[src/rtl/cpu_ctrl_pkg.sv]
// Shared encodings for the multi-cycle control unit of the 16-bit Simple RISC core:
// opcodes, ALUControl values, datapath mux selects and the FSM state encoding.
// Optional feature macro: DIV_ZERO_TRAP_EN (adds the TRAP state).
package cpu_ctrl_pkg;

    // Opcodes (instr[15:12])
    localparam logic [3:0] OP_ADD  = 4'h0;
    localparam logic [3:0] OP_SUB  = 4'h1;
    localparam logic [3:0] OP_AND  = 4'h2;
    localparam logic [3:0] OP_OR   = 4'h3;
    localparam logic [3:0] OP_MUL  = 4'h4;
    localparam logic [3:0] OP_DIV  = 4'h5;
    localparam logic [3:0] OP_ADDI = 4'h6;
    localparam logic [3:0] OP_LW   = 4'h7;
    localparam logic [3:0] OP_SW   = 4'h8;
    localparam logic [3:0] OP_BEQ  = 4'h9;
    localparam logic [3:0] OP_JMP  = 4'hA;
    localparam logic [3:0] OP_HALT = 4'hF;

    // ALUControl
    localparam logic [2:0] ALU_ADD = 3'b000;
    localparam logic [2:0] ALU_SUB = 3'b001;
    localparam logic [2:0] ALU_AND = 3'b010;
    localparam logic [2:0] ALU_OR  = 3'b011;
    localparam logic [2:0] ALU_MUL = 3'b100;
    localparam logic [2:0] ALU_DIV = 3'b101;

    // alu_src_a
    localparam logic SRCA_PC  = 1'b0;
    localparam logic SRCA_RS1 = 1'b1;

    // alu_src_b
    localparam logic [1:0] SRCB_RS2 = 2'b00;
    localparam logic [1:0] SRCB_ONE = 2'b01;
    localparam logic [1:0] SRCB_IMM = 2'b10;

    // pc_src
    localparam logic [1:0] PC_ALU    = 2'b00;
    localparam logic [1:0] PC_ALUOUT = 2'b01;
    localparam logic [1:0] PC_JUMP   = 2'b10;

    typedef enum logic [3:0] {
        S_FETCH    = 4'd0,
        S_DECODE   = 4'd1,
        S_EXEC_R   = 4'd2,
        S_EXEC_I   = 4'd3,
        S_WB_ALU   = 4'd4,
        S_MEM_ADDR = 4'd5,
        S_MEM_RD   = 4'd6,
        S_WB_MEM   = 4'd7,
        S_MEM_WR   = 4'd8,
        S_BRANCH   = 4'd9,
        S_JUMP     = 4'd10,
        S_HALT     = 4'd11
`ifdef DIV_ZERO_TRAP_EN
        , S_TRAP   = 4'd12
`endif
    } state_t;

endpackage

[src/rtl/alu_op_decoder.sv]
// Maps an R-type opcode to the ALU's 3-bit ALUControl. Pure combinational.
// Non R-type opcodes decode to ADD.
//  opcode       in  OPCODE_W   instruction opcode
//  alu_control  out ALUCTRL_W  ALU operation select
module alu_op_decoder
    import cpu_ctrl_pkg::*;
#(
    parameter int OPCODE_W  = 4,
    parameter int ALUCTRL_W = 3
) (
    input  logic [OPCODE_W-1:0]  opcode,
    output logic [ALUCTRL_W-1:0] alu_control
);

    always_comb begin
        alu_control = ALU_ADD;
        case (opcode)
            OP_ADD:  alu_control = ALU_ADD;
            OP_SUB:  alu_control = ALU_SUB;
            OP_AND:  alu_control = ALU_AND;
            OP_OR:   alu_control = ALU_OR;
            OP_MUL:  alu_control = ALU_MUL;
            OP_DIV:  alu_control = ALU_DIV;
            default: alu_control = ALU_ADD;
        endcase
    end

endmodule

[src/rtl/multicycle_ctrl_fsm.sv]
// Multi-cycle control unit for the 16-bit Simple RISC datapath. Sequences
// FETCH/DECODE/EXECUTE/MEM/WRITEBACK per instruction and handshakes with
// memory over mem_req/mem_ready, with a wait-cycle timeout to bus_error.
// Optional feature macro: DIV_ZERO_TRAP_EN (DIV with zero divisor -> TRAP).
// Ports:
//  clk, rst                     clock, synchronous active-high reset
//  opcode, alu_zero, alu_b_zero IR opcode and ALU status
//  mem_ready / mem_req, mem_we  memory handshake
//  ir_write, pc_write, pc_src   IR / PC control
//  alu_src_a, alu_src_b,
//  alu_control                  ALU operand/operation select
//  reg_write, wb_src            register file writeback
//  halted, illegal_op,
//  bus_error, div_trap          status
//  state_dbg                    current state encoding
module multicycle_ctrl_fsm
    import cpu_ctrl_pkg::*;
#(
    parameter int OPCODE_W     = 4,
    parameter int ALUCTRL_W    = 3,
    parameter int MEM_WAIT_MAX = 15
) (
    input  logic                 clk,
    input  logic                 rst,
    input  logic [OPCODE_W-1:0]  opcode,
    input  logic                 alu_zero,
    input  logic                 alu_b_zero,
    input  logic                 mem_ready,
    output logic                 mem_req,
    output logic                 mem_we,
    output logic                 ir_write,
    output logic                 pc_write,
    output logic [1:0]           pc_src,
    output logic                 alu_src_a,
    output logic [1:0]           alu_src_b,
    output logic [ALUCTRL_W-1:0] alu_control,
    output logic                 reg_write,
    output logic                 wb_src,
    output logic                 halted,
    output logic                 illegal_op,
    output logic                 bus_error,
    output logic                 div_trap,
    output logic [3:0]           state_dbg
);

    localparam int CNT_W = $clog2(MEM_WAIT_MAX + 1);

    state_t             state, next_state;
    logic [CNT_W-1:0]   wait_cnt;
    logic               bus_error_q;
    logic [ALUCTRL_W-1:0] r_alu_control;
    logic               in_req;
    logic               timeout;

    alu_op_decoder #(
        .OPCODE_W  (OPCODE_W),
        .ALUCTRL_W (ALUCTRL_W)
    ) u_alu_op_decoder (
        .opcode      (opcode),
        .alu_control (r_alu_control)
    );

    // Memory is busy in these states; the wait counter only runs here.
    assign in_req  = (state == S_FETCH) || (state == S_MEM_RD) || (state == S_MEM_WR);
    // Fires on the MEM_WAIT_MAX-th consecutive request cycle without mem_ready.
    assign timeout = in_req && !mem_ready && (wait_cnt == CNT_W'(MEM_WAIT_MAX - 1));

    // State register, wait counter and sticky bus error
    always_ff @(posedge clk) begin
        if (rst) begin
            state       <= S_FETCH;
            wait_cnt    <= '0;
            bus_error_q <= 1'b0;
        end else begin
            state <= next_state;
            if (timeout)
                bus_error_q <= 1'b1;
            if (!in_req || mem_ready || timeout)
                wait_cnt <= '0;
            else
                wait_cnt <= wait_cnt + 1'b1;
        end
    end

    // Next-state logic
    always_comb begin
        next_state = state;
        case (state)
            S_FETCH: begin
                if (timeout)        next_state = S_HALT;
                else if (mem_ready) next_state = S_DECODE;
            end
            S_DECODE: begin
                case (opcode)
                    OP_ADD, OP_SUB, OP_AND,
                    OP_OR, OP_MUL, OP_DIV: next_state = S_EXEC_R;
                    OP_ADDI:               next_state = S_EXEC_I;
                    OP_LW, OP_SW:          next_state = S_MEM_ADDR;
                    OP_BEQ:                next_state = S_BRANCH;
                    OP_JMP:                next_state = S_JUMP;
                    OP_HALT:               next_state = S_HALT;
                    default:               next_state = S_FETCH;
                endcase
            end
            S_EXEC_R: begin
`ifdef DIV_ZERO_TRAP_EN
                if (opcode == OP_DIV && alu_b_zero) next_state = S_TRAP;
                else                                next_state = S_WB_ALU;
`else
                next_state = S_WB_ALU;
`endif
            end
            S_EXEC_I:   next_state = S_WB_ALU;
            S_WB_ALU:   next_state = S_FETCH;
            S_MEM_ADDR: next_state = (opcode == OP_SW) ? S_MEM_WR : S_MEM_RD;
            S_MEM_RD: begin
                if (timeout)        next_state = S_HALT;
                else if (mem_ready) next_state = S_WB_MEM;
            end
            S_WB_MEM:   next_state = S_FETCH;
            S_MEM_WR: begin
                if (timeout)        next_state = S_HALT;
                else if (mem_ready) next_state = S_FETCH;
            end
            S_BRANCH:   next_state = S_FETCH;
            S_JUMP:     next_state = S_FETCH;
            S_HALT:     next_state = S_HALT;
`ifdef DIV_ZERO_TRAP_EN
            S_TRAP:     next_state = S_TRAP;
`endif
            default:    next_state = S_FETCH;
        endcase
    end

`ifndef DIV_ZERO_TRAP_EN
    // Divisor status only matters when the trap is built in.
    logic unused_alu_b_zero;
    assign unused_alu_b_zero = alu_b_zero;
`endif

    // Output logic. Everything is held at 0 while rst is asserted so the
    // memory port sees no request during reset, even mid-handshake.
    always_comb begin
        mem_req     = 1'b0;
        mem_we      = 1'b0;
        ir_write    = 1'b0;
        pc_write    = 1'b0;
        pc_src      = PC_ALU;
        alu_src_a   = SRCA_PC;
        alu_src_b   = SRCB_RS2;
        alu_control = ALU_ADD;
        reg_write   = 1'b0;
        wb_src      = 1'b0;
        halted      = 1'b0;
        illegal_op  = 1'b0;
        bus_error   = 1'b0;
        div_trap    = 1'b0;
        if (!rst) begin
            bus_error = bus_error_q;
            case (state)
                S_FETCH: begin
                    mem_req   = 1'b1;
                    alu_src_b = SRCB_ONE;
                    ir_write  = mem_ready;
                    pc_write  = mem_ready;
                end
                S_DECODE: begin
                    alu_src_b = SRCB_IMM;
                    case (opcode)
                        OP_ADD, OP_SUB, OP_AND, OP_OR, OP_MUL, OP_DIV,
                        OP_ADDI, OP_LW, OP_SW, OP_BEQ, OP_JMP, OP_HALT: illegal_op = 1'b0;
                        default:                                        illegal_op = 1'b1;
                    endcase
                end
                S_EXEC_R: begin
                    alu_src_a   = SRCA_RS1;
                    alu_control = r_alu_control;
                end
                S_EXEC_I, S_MEM_ADDR: begin
                    alu_src_a = SRCA_RS1;
                    alu_src_b = SRCB_IMM;
                end
                S_WB_ALU: reg_write = 1'b1;
                S_MEM_RD: mem_req = 1'b1;
                S_WB_MEM: begin
                    reg_write = 1'b1;
                    wb_src    = 1'b1;
                end
                S_MEM_WR: begin
                    mem_req = 1'b1;
                    mem_we  = 1'b1;
                end
                S_BRANCH: begin
                    alu_src_a   = SRCA_RS1;
                    alu_control = ALU_SUB;
                    pc_src      = PC_ALUOUT;
                    pc_write    = alu_zero;
                end
                S_JUMP: begin
                    pc_src   = PC_JUMP;
                    pc_write = 1'b1;
                end
                S_HALT: halted = 1'b1;
`ifdef DIV_ZERO_TRAP_EN
                S_TRAP: div_trap = 1'b1;
`endif
                default: ;
            endcase
        end
    end

    assign state_dbg = state;

endmodule

[config.mk]
export PLATFORM = sky130hd
export DESIGN_NAME = multicycle_ctrl_fsm
export DESIGN_NICKNAME = d
export VERILOG_FILES = /design/src/rtl/cpu_ctrl_pkg.sv /design/src/rtl/alu_op_decoder.sv /design/src/rtl/multicycle_ctrl_fsm.sv
export SDC_FILE = /design/constraint.sdc
export NUM_CORES = 1
export LEC_CHECK = 0
export CAP_MARGIN = 15
export CORE_ASPECT_RATIO = 1.4
export CORE_MARGIN = 10
export CORE_UTILIZATION = 25
export DETAILED_ROUTE_END_ITERATION = 16
export SLEW_MARGIN = 10
export SYNTH_ARGS = -nofsm -noshare
export SYNTH_HDL_FRONTEND = slang
export SYNTH_SLANG_ARGS = --single-unit
[constraint.sdc]
create_clock -name clk -period 2.6 [get_ports clk]
set_input_delay 0.78 -clock clk [delete_from_list [all_inputs] [get_ports clk]]
set_output_delay 0.78 -clock clk [all_outputs]
set_load 0.005 [all_outputs]
-- Word level (Yosys, flattened, before mapping)
Memories as Yosys holds them, arrays and structs flattened.
Index checks and enable logic that the tools add are counted.
- add/subtract/negate cells: 1
- equality and inequality tests: 21
- multiplexer cells: 34
- reduce and logical (&&, ||, !) cells: 16
- operators with widths (operator ; count):
    2-to-1 mux 4 bit ; 7
    one-hot mux 4 bit (7 select lines) ; 1
    equality test 4 x 3 -> 1 bit, second input constant ; 6
    equality test 4 bit, second input constant ; 6
    2-to-1 mux 1 bit ; 18
    equality test 4 x 2 -> 1 bit, second input constant ; 4
    one-hot mux 3 bit (5 select lines) ; 1
    inequality test 3 bit, second input constant ; 3
    equality test 4 x 1 -> 1 bit, second input constant ; 2
    one-hot mux 2 bit (2 select lines) ; 2
    one-hot mux 3 bit (2 select lines) ; 1
    OR reduction 2 bit ; 3
    OR reduction 3 bit ; 2
    adder 4 x 1 -> 4 bit, second input constant ; 1
    logical NOT 4 bit ; 1
    logical OR 1 bit ; 4
    2-to-1 mux 2 bit ; 2
    OR reduction 4 bit ; 1
    2-to-1 mux 3 bit ; 1
    one-hot mux 1 bit (3 select lines) ; 1
    AND reduction 3 bit ; 1
    logical AND 1 bit ; 2
    logical NOT 1 bit ; 2
- bits in registers: 9
- bits in read-only memories: 80
- memories kept: 2
- memories (memory ; words ; bits a word ; read ports ; clocked after memory_dff ; wr ports ; RTL line ; text):
    (name not given) ; 16 ; 4 ; 1 ; 0 ; 0 ; multicycle_ctrl_fsm.sv:94 ; case (opcode)
    (name not given) ; 16 ; 1 ; 1 ; 0 ; 0 ; multicycle_ctrl_fsm.sv:169 ; case (opcode)

-- Longest topological paths before layout
- depth in word-level cells: 7
- mapped depth: 7
- mapped depth without buffers: 7

-- Cells and area by module
From an unflattened synthesis, not the netlist that was laid out.
- cell total of the unflattened synthesis: 129
- area total of the unflattened synthesis: 998.5 um^2
- modules (own cells, without submodules) (module ; instances ; cells each ; area each (um^2) ; seq. area each (um^2)):
    multicycle_ctrl_fsm ; 1 ; 125 ; 972.2 ; 180.2
    alu_op_decoder ; 1 ; 4 ; 26.3 ; 0.0

-- Least setup slack after synthesis
Ideal clock, no wire load.
- path kind: input port to output port
- start point: in opcode[0]
- end point: out illegal_op
- data arrival time: 1377 ps
- data required time: 1820 ps
- slack: 443 ps
- stages on the path: 4
- path buffers: 1
- path through: ha_1 > buf_2 > xnor2_1 > nor3_1
- cells in the longest elaborated chain, start to end: 3
- RTL lines (item ; RTL line ; text):
    from (decl) ; multicycle_ctrl_fsm.sv:25 ; input logic [OPCODE_W-1:0] opcode,
    memory (16 x 1 bit) ; -- ;
    2-to-1 mux 1 bit ; multicycle_ctrl_fsm.sv:160 ; case (state)
    2-to-1 mux 1 bit ; multicycle_ctrl_fsm.sv:158 ; if (!rst) begin
    to (decl) ; multicycle_ctrl_fsm.sv:40 ; output logic illegal_op,
No other way between the ends.

-- Worst setup path in the final report
- start point: in opcode[1]
- end point: out alu_control[1]
- cells in the longest elaborated chain, start to end: 4
- elaborated cells between the ends (all ways): 8
- classes of those cells: eq/ne (5); mux (3)
- RTL lines (item ; RTL line ; text):
    equality test 4 x 3 -> 1 bit, or another cell as far along ; alu_op_decoder.sv:17 ; case (opcode)
    one-hot mux 3 bit (5 select lines) * ; alu_op_decoder.sv:17 ;
    one-hot mux 3 bit (2 select lines) * ; multicycle_ctrl_fsm.sv:160 ;
    2-to-1 mux 3 bit * ; multicycle_ctrl_fsm.sv:158 ;
    to (decl) ; multicycle_ctrl_fsm.sv:36 ; output logic [ALUCTRL_W-1:0] alu_control,
Every way passes the cells marked *; elsewhere a longest branch is shown, timed or not.

==> impl_metrics.py <==
metrics = {
    "status": {
        "status": "finished, final reports clean",
    },
    "pwr": {
        "vdd_drop_max_v": 0.000343,
        "p_per_area_mw_per_mm2": 575,
        "power_leakage_nw": 0.649,
    },
    "yosys": {
        "synth_cell_types": 44,
        "syn_area_um2": 945,
        "synth_edf_count": 0,
        "ys_seq_area_frac": 0.191,
        "ys_warn_count": 0,
        "synth.avg_cell_area_um2": 7.05,
        "synthArstFlopShare": 0,
        "synth_seq_cells": 9,
        "netlist_instances": 134,
        "ys.flop_type": "dfxtp_1",
        "syn-num-nets": 149,
    },
    "setup_path": {
        "path_cells": "dlygate4sd2_1 -> buf_4 -> ha_1 -> nor2_1 -> nor3_2 -> buf_2",
        "crit_buf_inv": 3,
        "start_kind": "primary input",
        "worstPathArrival_ns": 1.72,
        "worstSetupPathType": "primary input to primary output",
        "critPathRequiredTime_ns": 1.82,
        "crit_family": "buffers and inverters",
        "cpPeakStageDelay_ns": 0.28,
        "end_kind": "primary output",
        "crit_fanout": 3,
        "crit_path_top_delay_cell": "dlygate4sd2_1",
    },
    "route": {
        "via_count": 1125,
        "viasPerCell": 5.04,
        "detail-route-antenna-nets": 0,
        "routedWlPerCell_um": 14.2,
        "drtIter0Drc": 30,
        "drc": 0,
        "firstDrtPassIters": 4,
        "routed_wl_mm": 3.16,
    },
    "place": {
        "gp_congestion": 0.853,
        "place_worst_setup_slack_ns": -0.562,
        "place_area_mm2": 0.00138,
        "dp_hpwl_mm": 2.46,
        "numPortBuffers": 28,
    },
    "cts": {
        "clk_pin_slew_worst_paths_ns": 0.04,
        "cts_made_buffers": 3,
        "htree_levels": 1,
        "clkLatencyLatePin_ns": 0.23,
        "clockBufferDepth": 2,
        "cts_tree": "yes",
        "numClockSinks": 9,
        "cts_root_buffer": "clkbuf_8",
    },
    "finish": {
        "antenna_cells": 0,
        "finalInstanceArea_mm2": 0.00145,
        "fin_nets": 197,
        "area_growth_pct": 53.8,
        "fillers": 409,
        "drive_above_1_share": 0.282,
    },
    "floorplanning": {
        "die-width_um": 72.0,
        "core-area_mm2": 0.00364,
        "row_count": 26,
        "ioPinCount": 31,
        "dieHeight_um": 92.7,
        "initial_core_util": 0.259,
        "die-area_mm2": 0.00667,
    },
    "timing": {
        "setup_viol": 0,
        "finalSetupTns_ns": 0,
        "holdWs_ns": 0.478,
        "rsz0062_at_grt": "no",
        "slew_violations": 0,
        "finalCritPeriodShare": 0.963,
        "final.min_clock_period_ns": 2.50,
        "max_freq_mhz": 399,
        "setup_ws_ns": 0.0969,
        "finalClockSkew_ns": 0.00262,
        "finalHoldViolCount": 0,
    },
    "grt": {
        "grt_use_total": 0.0977,
        "grt_pass1_wl_mm": 5.55,
        "grt_pass1_vias": 1261,
        "overflow": 0,
        "antenna_found_initial": 0,
        "grt_max_degree": 17,
    },
    "flow_run": {
        "maxCapViolCount": 0,
    },
    "min_path": {
        "worstHoldPathType": "flip-flop to flip-flop",
    },
}
[cell families (layout without fill, tap and decap cells)]
group / after synthesis / in the layout / share of synthesized area
fa+ha+maj: 6 / 6 / 0.0795
mux: 3 / 3 / 0.0318
xor+xnor: 4 / 4 / 0.0371
other cells: 1 / 1 / 0.00397
simple gates: 61 / 61 / 0.343
buf+inv: 18 / 65 / 0.0914
flops: 9 / 9 / 0.191
compound gates: 32 / 32 / 0.223
[layout by cell type, fill, tap and decap left out, types with 2 or more instances in the layout]
| cell | Yosys | layout |
|---|---|---|
| buf_4 | 1 | 27 |
| nor2_1 | 16 | 15 |
| dlygate4sd2_1 | 0 | 15 |
| nand2_1 | 10 | 9 |
| nor3_1 | 10 | 8 |
| dfxtp_1 | 9 | 8 |
| inv_1 | 6 | 6 |
| a21oi_1 | 6 | 6 |
| nor2b_1 | 5 | 5 |
| clkdlybuf4s50_1 | 0 | 5 |
| o21ai_0 | 4 | 4 |
| a31oi_1 | 4 | 4 |
| ha_1 | 6 | 4 |
| buf_2 | 6 | 4 |
| nand3b_1 | 3 | 3 |
| or3_1 | 3 | 3 |
| o21ai_1 | 3 | 3 |
| mux2i_1 | 3 | 3 |
| clkbuf_8 | 0 | 3 |
| clkbuf_2 | 0 | 3 |
| and2_1 | 2 | 2 |
| nand4b_1 | 2 | 2 |
| nor3_2 | 0 | 2 |
| xnor2_1 | 2 | 2 |
| o21bai_1 | 2 | 2 |
| o22ai_1 | 3 | 2 |
| xor2_1 | 2 | 2 |
| nand3_1 | 2 | 2 |
[sequential cells by signal, summed over array words and instances, names as in the netlist]
register	cells
bus_error_q	1
state_dbg	4
wait_cnt	4
[timing repair]
item                       in CTS  in global routing
gates resized for setup        42                 12
hold buffers                    0                  0
setup endpoints to repair      17                 12
buffers inserted                5                  0
pin swaps                       9                  4
[area by class of cell]
cell class | instances | area [um2] | area share
multi-input cells | 107 | 721 | 0.496
repair buffers | 55 | 430 | 0.296
flip-flops and latches | 9 | 181 | 0.125
well taps | 42 | 52.6 | 0.0362
clock buffers | 4 | 45.0 | 0.0310
inverters | 6 | 22.5 | 0.0155
[cells in the mapped netlist (3+ instances only)]
master | count | share of area
a21oi_1 | 6 | 0.032
a31oi_1 | 4 | 0.026
buf_2 | 6 | 0.032
clkbuf_1 | 4 | 0.016
dfxtp_1 | 9 | 0.19
ha_1 | 6 | 0.079
inv_1 | 6 | 0.024
mux2i_1 | 3 | 0.032
nand2_1 | 10 | 0.040
nand3b_1 | 3 | 0.024
nor2_1 | 16 | 0.064
nor2b_1 | 5 | 0.033
nor3_1 | 10 | 0.053
o21ai_0 | 4 | 0.021
o21ai_1 | 3 | 0.016
o22ai_1 | 3 | 0.020
or3_1 | 3 | 0.020
[report_power, final]
group          switching, mW  total [mW]  leakage, nW  internal, mW
clock                 0.0542       0.161       0.0228         0.107
sequential            0.0448       0.205       0.0736         0.160
combinational          0.228       0.470        0.553         0.242
total                  0.327       0.835        0.649         0.508
[metrics by stage]
step                utilization  cells  power (mW)
floorplan                     -    134       0.467
detailed placement        0.378    214       0.682
global placement          0.378    214       0.677
global route              0.399    223       0.914
finish                    0.399    223       0.835
CTS                       0.400    223       0.842
[final timing paths]
kind / depth (start not counted) / from / endpoint / slack (ns)
setup / recovery: 6 / opcode[1] / alu_control[1] / 0.1
hold / removal: 1 / wait_cnt[0]$_SDFF_PP0_ / wait_cnt[0]$_SDFF_PP0_ / 0.48
setup reg to reg: 6 / state_dbg[3]$_SDFFE_PP0P_ / state_dbg[3]$_SDFFE_PP0P_ / 0.94
hold reg to reg: 1 / wait_cnt[0]$_SDFF_PP0_ / wait_cnt[0]$_SDFF_PP0_ / 0.48
[worst reg2reg max path, stage by stage (launching register included)]
cell      delay [ns]
dfxtp_1         0.62
nand3b_1        0.19
a211oi_2        0.08
buf_4           0.14
and2_1          0.14
o21ai_0         0.21
o311ai_1        0.13
[per-layer routing]
layer | share of wire | GRT usage | vias up | wire length (um)
li1 | - | - | 564 | -
met1 | 0.39 | 0.0902 | 530 | 1240
met2 | 0.53 | 0.190 | 26 | 1680
met3 | 0.064 | 0.0288 | 5 | 203
met4 | 0.011 | 0.0388 | 0 | 35
met5 | 0 | 0 | - | 0
(Power assumes the default switching activity.)
